<file path="src/rtl/mux8_1.sv">
// mux8_1 -- registered 8:1 multiplexer.
//
// On every rising clk edge, out loads the input chosen by selectors
// (000 -> in0 ... 111 -> in7), giving exactly one clock of latency.
// A high synchronous reset clears out to zero and takes priority over
// loading. The out register is the only state in the block.
//
// Ports:
//   out        output [WIDTH-1:0]  registered selected data
//   in0..in7   input  [WIDTH-1:0]  candidate data sources
//   selectors  input  [2:0]        binary source index
//   clk        input               clock, rising edge active
//   reset      input               synchronous, active-high clear of out
module mux8_1 #(
  parameter int unsigned WIDTH = 8
) (
  output logic [WIDTH-1:0] out,
  input  logic [WIDTH-1:0] in0,
  input  logic [WIDTH-1:0] in1,
  input  logic [WIDTH-1:0] in2,
  input  logic [WIDTH-1:0] in3,
  input  logic [WIDTH-1:0] in4,
  input  logic [WIDTH-1:0] in5,
  input  logic [WIDTH-1:0] in6,
  input  logic [WIDTH-1:0] in7,
  input  logic [2:0]       selectors,
  input  logic             clk,
  input  logic             reset
);

  always_ff @(posedge clk) begin
    if (reset) begin
      out <= '0;
    end else begin
      case (selectors)
        3'd0:    out <= in0;
        3'd1:    out <= in1;
        3'd2:    out <= in2;
        3'd3:    out <= in3;
        3'd4:    out <= in4;
        3'd5:    out <= in5;
        3'd6:    out <= in6;
        3'd7:    out <= in7;
        // Only an X/Z selector reaches here: propagate X rather than
        // silently falling back to a real input.
        default: out <= 'x;
      endcase
    end
  end

endmodule

</file>
<file path="config.mk">
export PLATFORM = sky130hd
export DESIGN_NAME = mux8_1
export DESIGN_NICKNAME = d
export VERILOG_FILES = /design/src/rtl/mux8_1.sv
export SDC_FILE = /design/constraint.sdc
export NUM_CORES = 1
export LEC_CHECK = 0
export BUFFER_PORTS_ARGS = -buffer_cell sky130_fd_sc_hd__buf_2
export CORE_ASPECT_RATIO = 0.75
export CORE_MARGIN = 1
export CORE_UTILIZATION = 35
export DETAILED_ROUTE_END_ITERATION = 10
export HOLD_SLACK_MARGIN = 0.05
export PLACE_DENSITY = 0.78
export SLEW_MARGIN = 20
export SYNTH_ARGS = -nofsm -noshare
export SYNTH_HDL_FRONTEND = slang
export SYNTH_SLANG_ARGS = --single-unit
export TNS_END_PERCENT = 10
</file>
<file path="constraint.sdc">
create_clock -name clk -period 1.4 [get_ports clk]
set_input_delay 0.28 -clock clk [delete_from_list [all_inputs] [get_ports clk]]
set_output_delay 0.28 -clock clk [all_outputs]
set_load 0.1 [all_outputs]
</file>
Word level (Yosys, flattened, before mapping)
Cells that the tools add are included.
{"block": "op_classes", "reduce_logical": 1, "bitwise": 0, "muxes": 1, "add_sub_neg": 0, "n_shift": 0, "n_mul": 0, "eq_ne": 7, "div_mod_pow": 0, "magnitude_cmp": 0}
{"op": "case mux 8 bit (8 select lines)", "n": 1}
{"op": "equality test 3 bit (second input constant)", "n": 4}
{"op": "equality test 3 x 2 -> 1 bit (second input constant)", "n": 2}
{"op": "equality test 3 x 1 -> 1 bit (second input constant)", "n": 1}
{"op": "logical NOT 3 bit", "n": 1}
{"block": "totals", "latch_bits": 0, "regBits": 8, "romBits": 0, "memories": 0, "inputBits": 69, "mem_bits_rw": 0, "elab_cells": 10}

Depth between registers and ports, before layout
Gate-level depths: netlist of the first run.
{"block": "depth", "ltp_word": 2, "depth_mapped": 5}

Worst setup path before layout of the first run
OpenSTA, ideal clock, no wires.
{"block": "synth_timing", "path_type": "input to register", "from": "input selectors[2]", "to": "register out[0]", "required_time_ps": 1281, "setup_ps": 119, "n_path_buf": 2, "arrival_time_ps": 1119, "setup_slack_ps": 162, "path_stages": 4, "path_cell_list": "buf_6 or3_1 buf_2 o221a_1"}
{"block": "synth_between", "elab_chain_cells": 2, "word_cells_on_any_way": 9, "cone_classes": "eq/ne: 7; mux: 1; reduce/logical: 1"}
{"element": "start, declared", "line_no": "26", "source": "input logic [2:0] selectors,"}
{"element": "equality test 3 bit (tied with other cells)", "line_no": "35", "source": "case (selectors)"}
{"element": "case mux 8 bit (8 select lines) *", "line_no": "35"}
{"element": "end signal, assigned", "line_no": "36", "source": "3'd0: out <= in0;"}
{"element": "end signal, assigned", "line_no": "37", "source": "3'd1: out <= in1;"}
{"element": "end signal, assigned", "line_no": "38", "source": "3'd2: out <= in2;"}
{"element": "end, declared", "line_no": "17", "source": "output logic [WIDTH-1:0] out,"}
Mark *: on every way between the ends. The rest lies on a longest branch, timed or not.
A chain may end at the register's enable or synchronous reset.

Worst setup path after layout of the first run
{"block": "layout_timing", "from": "register out[1]", "to": "output out[1]"}
No word-level cell between the ends.

==> results.ini, run 1 <==
[timing]
fin_crit_sh = 0.9054
rsz0062_at_grt = no
min_period_ps = 1268
setup_viol = 0
finalSetupTns_ps = 0
hold_viol = 0
maxSlewViolCount = 0
worstMarginPinSlew_ps = 490.8
max-slew-margin-rel = 0.6751
fmax_mhz = 788.9

[synth]
ys_warn_count = 0
synthDistinctLibCells = 24
synth_top_area_frac = 0.2848
syn_inst = 81
yosys_most_used_dff = dfxtp_1
synth.most_common_cell = mux2i_1
avgSynthCellArea_sq_um = 9.546
syn-cell-area_sq_um = 773.2
synth-edff-count = 0
synth_top_cell_by_area = mux2i_1
seq_area_frac_synth = 0.2071
yosys-top-cells-count = mux2i_1 (22), dfxtp_1 (8)
synth_seq_cells = 8
syn_nets = 150
async_flop_share = 0
synth_area_leaders = mux2i_1 (28%), dfxtp_1 (21%), o221a_1 (10%), a211oi_1 (6.8%), nor3b_1 (6.8%)

[final_layout]
insertedDiodeCount = 0
fin_area_sq_um = 1179
drive_above_1_share = 0.5478
n_fill_cell = 186
area_growth_pct = 52.43
largest_reg_flops = 8
top_register = out
final_nets = 228
top_regs = out: 8 flops

[setup_path]
cp_max_fo = 1
worstSetupPathType = reg -> out
max_stage_delay_ps = 420
cp-end-kind = output port
crit_family = buffers and inverters
crit_path_top_delay_cell = buf_2
critPathBufInv = 1
cp.arrival_ps = 990
crit_path_cell_trace = buf_2
critPathLaunchType = register
critPathRequiredTime_ps = 1120

[clock_network]
cts_setup_buffers = 0
clock-sinks = 8
ctsLongestPathBuffers = 2
clkTransAtPathRegs_ps = 50
htreeDepth = 1
cts-buffers-inserted = 3
cts_tree = built
cts_root_buffer = clkbuf_4
cts_hold_buf = 0
cts_resized = 0

[pwr]
p_sw_frac = 0.4008
p_leak_nw = 0.6291
irDropWorstVdd_v = 0.0006590
power_switching_w = 0.0003396
p_per_area_nw_per_um2 = 718.9
p_int_w = 0.0005077
p_comb_frac = 0.497
p_clk_frac = 0.205
p_seq_frac = 0.298

[grt]
antenna_found_initial = 0
grt_busiest_layer = met2
met3_usage = 0.06402
grt_max_degree = 21
grt_remaining_overflow = 0
track_usage = 0.1939
grt_pass1_wl_microns = 3684
grt_pass1_vias = 872
grt_use_met1 = 0.2514
met2_usage = 0.3238

[drt]
drt_pass1_iterations = 4
wl_per_cell_microns = 12.60
via_per_inst = 5.298
drt_iter0_markers = 22
drt_wl_total_microns = 2280
detail-route-antenna-nets = 0
vias = 959
drc_errors = 0

[run_status]
outcome = finished clean

[die]
io_pins = 77
die_w_microns = 56.28
floorplan.rows = 14
coreArea_sq_um = 2049
start_util = 0.3773
die_h_microns = 42.71
die_area_sq_um = 2403

[min_path]
hold_class = in -> reg

[placement]
io_buffers = 76
placed_cell_area_sq_um = 1156
gp_congestion = 0.7596
place_hpwl_microns = 1980

[job]
drv_cap = 0

metrics by stage:
stage,hold WS (ps),utilization,setup WS (ps),power (W),cells
6_report,206.5,0.5751,132.5,0.0008473,181
5_1_grt,214.4,0.5751,103.0,0.0008922,181
4_1_cts,197.7,0.5751,121.8,0.0008561,181
3_5_place_dp,464.8,0.5641,47.32,0.0006792,178
3_3_place_gp,461.8,0.5641,108.1,0.0006706,178
2_1_floorplan,352.1,-,161.9,0.0005474,81
cell families after synthesis:
family          after synthesis  share of synthesized area
simple gates                 15                     0.1181
mux                          23                     0.2994
compound gates               25                     0.2654
buf+inv                      10                     0.1100
flops                         8                     0.2071
layer usage:
layer | wire length (microns) | vias to the layer above
li1 | - | 478
met1 | 1016 | 425
met2 | 1039 | 54
met3 | 217 | 2
met4 | 6 | 0
met5 | 0 | -
worst paths after layout:
| kind | from | end | slack, ps | depth (start not counted) |
|---|---|---|---|---|
| hold / removal | reset | out[5] | 210 | 2 |
| setup / recovery | out[1] | out[1] | 130 | 1 |
layout by cell type, fill, tap and decap left out, drive strengths merged:
master and count:
o221a 7, o22ai 7, nand3 1, mux2i 22, dfxtp 8, a311oi 1
clkbuf 3, buf 81, inv 2, a22oi 1, a211oi 7, a211o 1
mux2 1, a21oi 1, or3 1, nand2 1, nor2 3, nor3b 7
nand2b 2
area by class of cell:
class | count | area, sq um | area share
Multi-Input combinational cell | 63 | 528.0 | 0.4480
Tap cell | 24 | 30.03 | 0.02548
Inverter | 2 | 7.507 | 0.006369
Timing Repair Buffer | 81 | 430.4 | 0.3652
Clock buffer | 3 | 22.52 | 0.01911
Sequential cell | 8 | 160.2 | 0.1359
power by group through the flow:
stage	logic [W]	clock network, W	registers (W)
floorplan	0.000147	0	0.000401
global placement	0.000413	0	0.000258
detailed placement	0.000422	0	0.000257
CTS	0.000422	0.000181	0.000252
global route	0.000449	0.000189	0.000254
finish	0.000421	0.000174	0.000252
Power figures use the tool's default switching activity.
==> inputs of run 2 (changes only) <==
--- a/config.mk
+++ b/config.mk
@@ -10,6 +10,7 @@
 export CORE_MARGIN = 1
 export CORE_UTILIZATION = 35
 export DETAILED_ROUTE_END_ITERATION = 10
+export GPL_TIMING_DRIVEN = 0
 export HOLD_SLACK_MARGIN = 0.05
 export PLACE_DENSITY = 0.78
 export SLEW_MARGIN = 20
==> run 2 against run 1 <==
Sequential power about the same. Die area is the same. Hold slack gained 21 ps. Global-route usage increased by 2.4 points. Worst setup slack better by 26 ps. Critical path depth did not move. Critical endpoint is now out[0]. Largest cell class unchanged. Largest power group unchanged. Highest routed layer unchanged.
==> results.ini, run 2 (synthesis gave the netlist of run 1 again) <==
[drt]
drc_errors = 0
vias = 971
drt_wl_total_microns = 2553
wl_per_cell_microns = 14.03
via_per_inst = 5.335
drt_pass1_iterations = 4
detail-route-antenna-nets = 0
drt_iter0_markers = 17

[clock_network]
cts-buffers-inserted = 3
htreeDepth = 1
ctsLongestPathBuffers = 2
cts_hold_buf = 0
cts_tree = built
cts_setup_buffers = 0
cts_root_buffer = clkbuf_4
clkTransAtPathRegs_ps = 50
cts_resized = 0
clock-sinks = 8

[setup_path]
critPathBufInv = 1
cp.arrival_ps = 960
cp_max_fo = 1
critPathLaunchType = register
cp.depth = 1
cp-end-kind = output port
crit_path_top_delay_cell = buf_2
worstSetupPathType = reg -> out
critPathRequiredTime_ps = 1120
crit_path_cell_trace = buf_2
crit_family = buffers and inverters
max_stage_delay_ps = 410

[timing]
fin_crit_sh = 0.8865
setup_viol = 0
min_period_ps = 1241
max-slew-margin-rel = 0.6783
hold_ws_ps = 227.1
hold_viol = 0
fmax_mhz = 805.7
finalSetupTns_ps = 0
rsz0062_at_grt = no
maxSlewViolCount = 0
worstMarginPinSlew_ps = 486.0

[die]
die_w_microns = 56.28
floorplan.rows = 14
io_pins = 77
die_h_microns = 42.71
coreArea_sq_um = 2049
start_util = 0.3773
die_area_sq_um = 2403

[final_layout]
top_register = out
finalNonFillerCells = 182
top_regs = out: 8 flops
largest_reg_flops = 8
area_growth_pct = 54.69
layout.cells.most_common = buf_2
final_nets = 229
insertedDiodeCount = 0
mostFrequentLayoutCells = buf_2 (75), mux2i_1 (22), dfxtp_1 (8)
drive_above_1_share = 0.5443

[placement]
place_inst = 179
io_buffers = 74
gp_congestion = 0.8312

[pwr]
p_per_area_nw_per_um2 = 711.6
p_sw_frac = 0.3985
p_seq_frac = 0.295
p_clk_frac = 0.195
p_leak_nw = 0.6334
irDropWorstVdd_v = 0.0006365
power_switching_w = 0.0003392
p_comb_frac = 0.510
p_int_w = 0.0005119

[grt]
grt_pass1_vias = 980
antenna_found_initial = 0
grt_max_degree = 11
grt_remaining_overflow = 0
track_usage = 0.2179
grt_pass1_wl_microns = 4091

[min_path]
hold_class = in -> reg
min_path_cells = 2

[job]
drv_cap = 0

[run_status]
outcome = finished clean

==> run 2: final timing paths <==
path,start,end
worst max-delay path,out[0],out[0]
worst min-delay path,reset,out[5]
==> run 2: stage by stage <==
| step | area (sq um) | worst slack, ps | util | power (W) |
|---|---|---|---|---|
| 4_1_cts | 1196 | 145.6 | 0.5836 | 0.0008556 |
| 6_report | 1196 | 158.9 | 0.5836 | 0.0008511 |
| 3_3_place_gp | 1174 | 77.58 | 0.5727 | 0.0006770 |
| 3_5_place_dp | 1174 | 46.87 | 0.5727 | 0.0006881 |
| 2_1_floorplan | 773.2 | 161.9 | - | 0.0005474 |
| 5_1_grt | 1196 | 106.2 | 0.5836 | 0.0008991 |
==> run 2: routing by layer <==
layer | GRT usage | up-vias | wire length (microns) | part of all wire
met3 | 0.02439 | 4 | 192 | 0.075
li1 | - | 481 | - | -
met5 | 0 | - | 0 | 0
met2 | 0.4000 | 54 | 1292 | 0.51
met4 | 0.08780 | 0 | 23 | 0.0090
met1 | 0.2602 | 432 | 1045 | 0.41
==> run 2: power by group through the flow <==
stage | logic, W | registers (W) | clock network [W]
after floorplan | 0.000147 | 0.000401 | 0
after detailed placement | 0.000432 | 0.000256 | 0
after global routing | 0.000460 | 0.000253 | 0.000186
after CTS | 0.000432 | 0.000252 | 0.000172
after global placement | 0.000421 | 0.000256 | 0
final | 0.000434 | 0.000251 | 0.000166
==> run 2: cell type report <==
type,count,area [sq um]
clock buffer,3,22.52
buffer,8,77.57
fill,193,853.3
multi-input combinational,63,528.0
tap,24,30.03
timing repair buffer,74,370.4
sequential,8,160.2
inverter,2,7.507
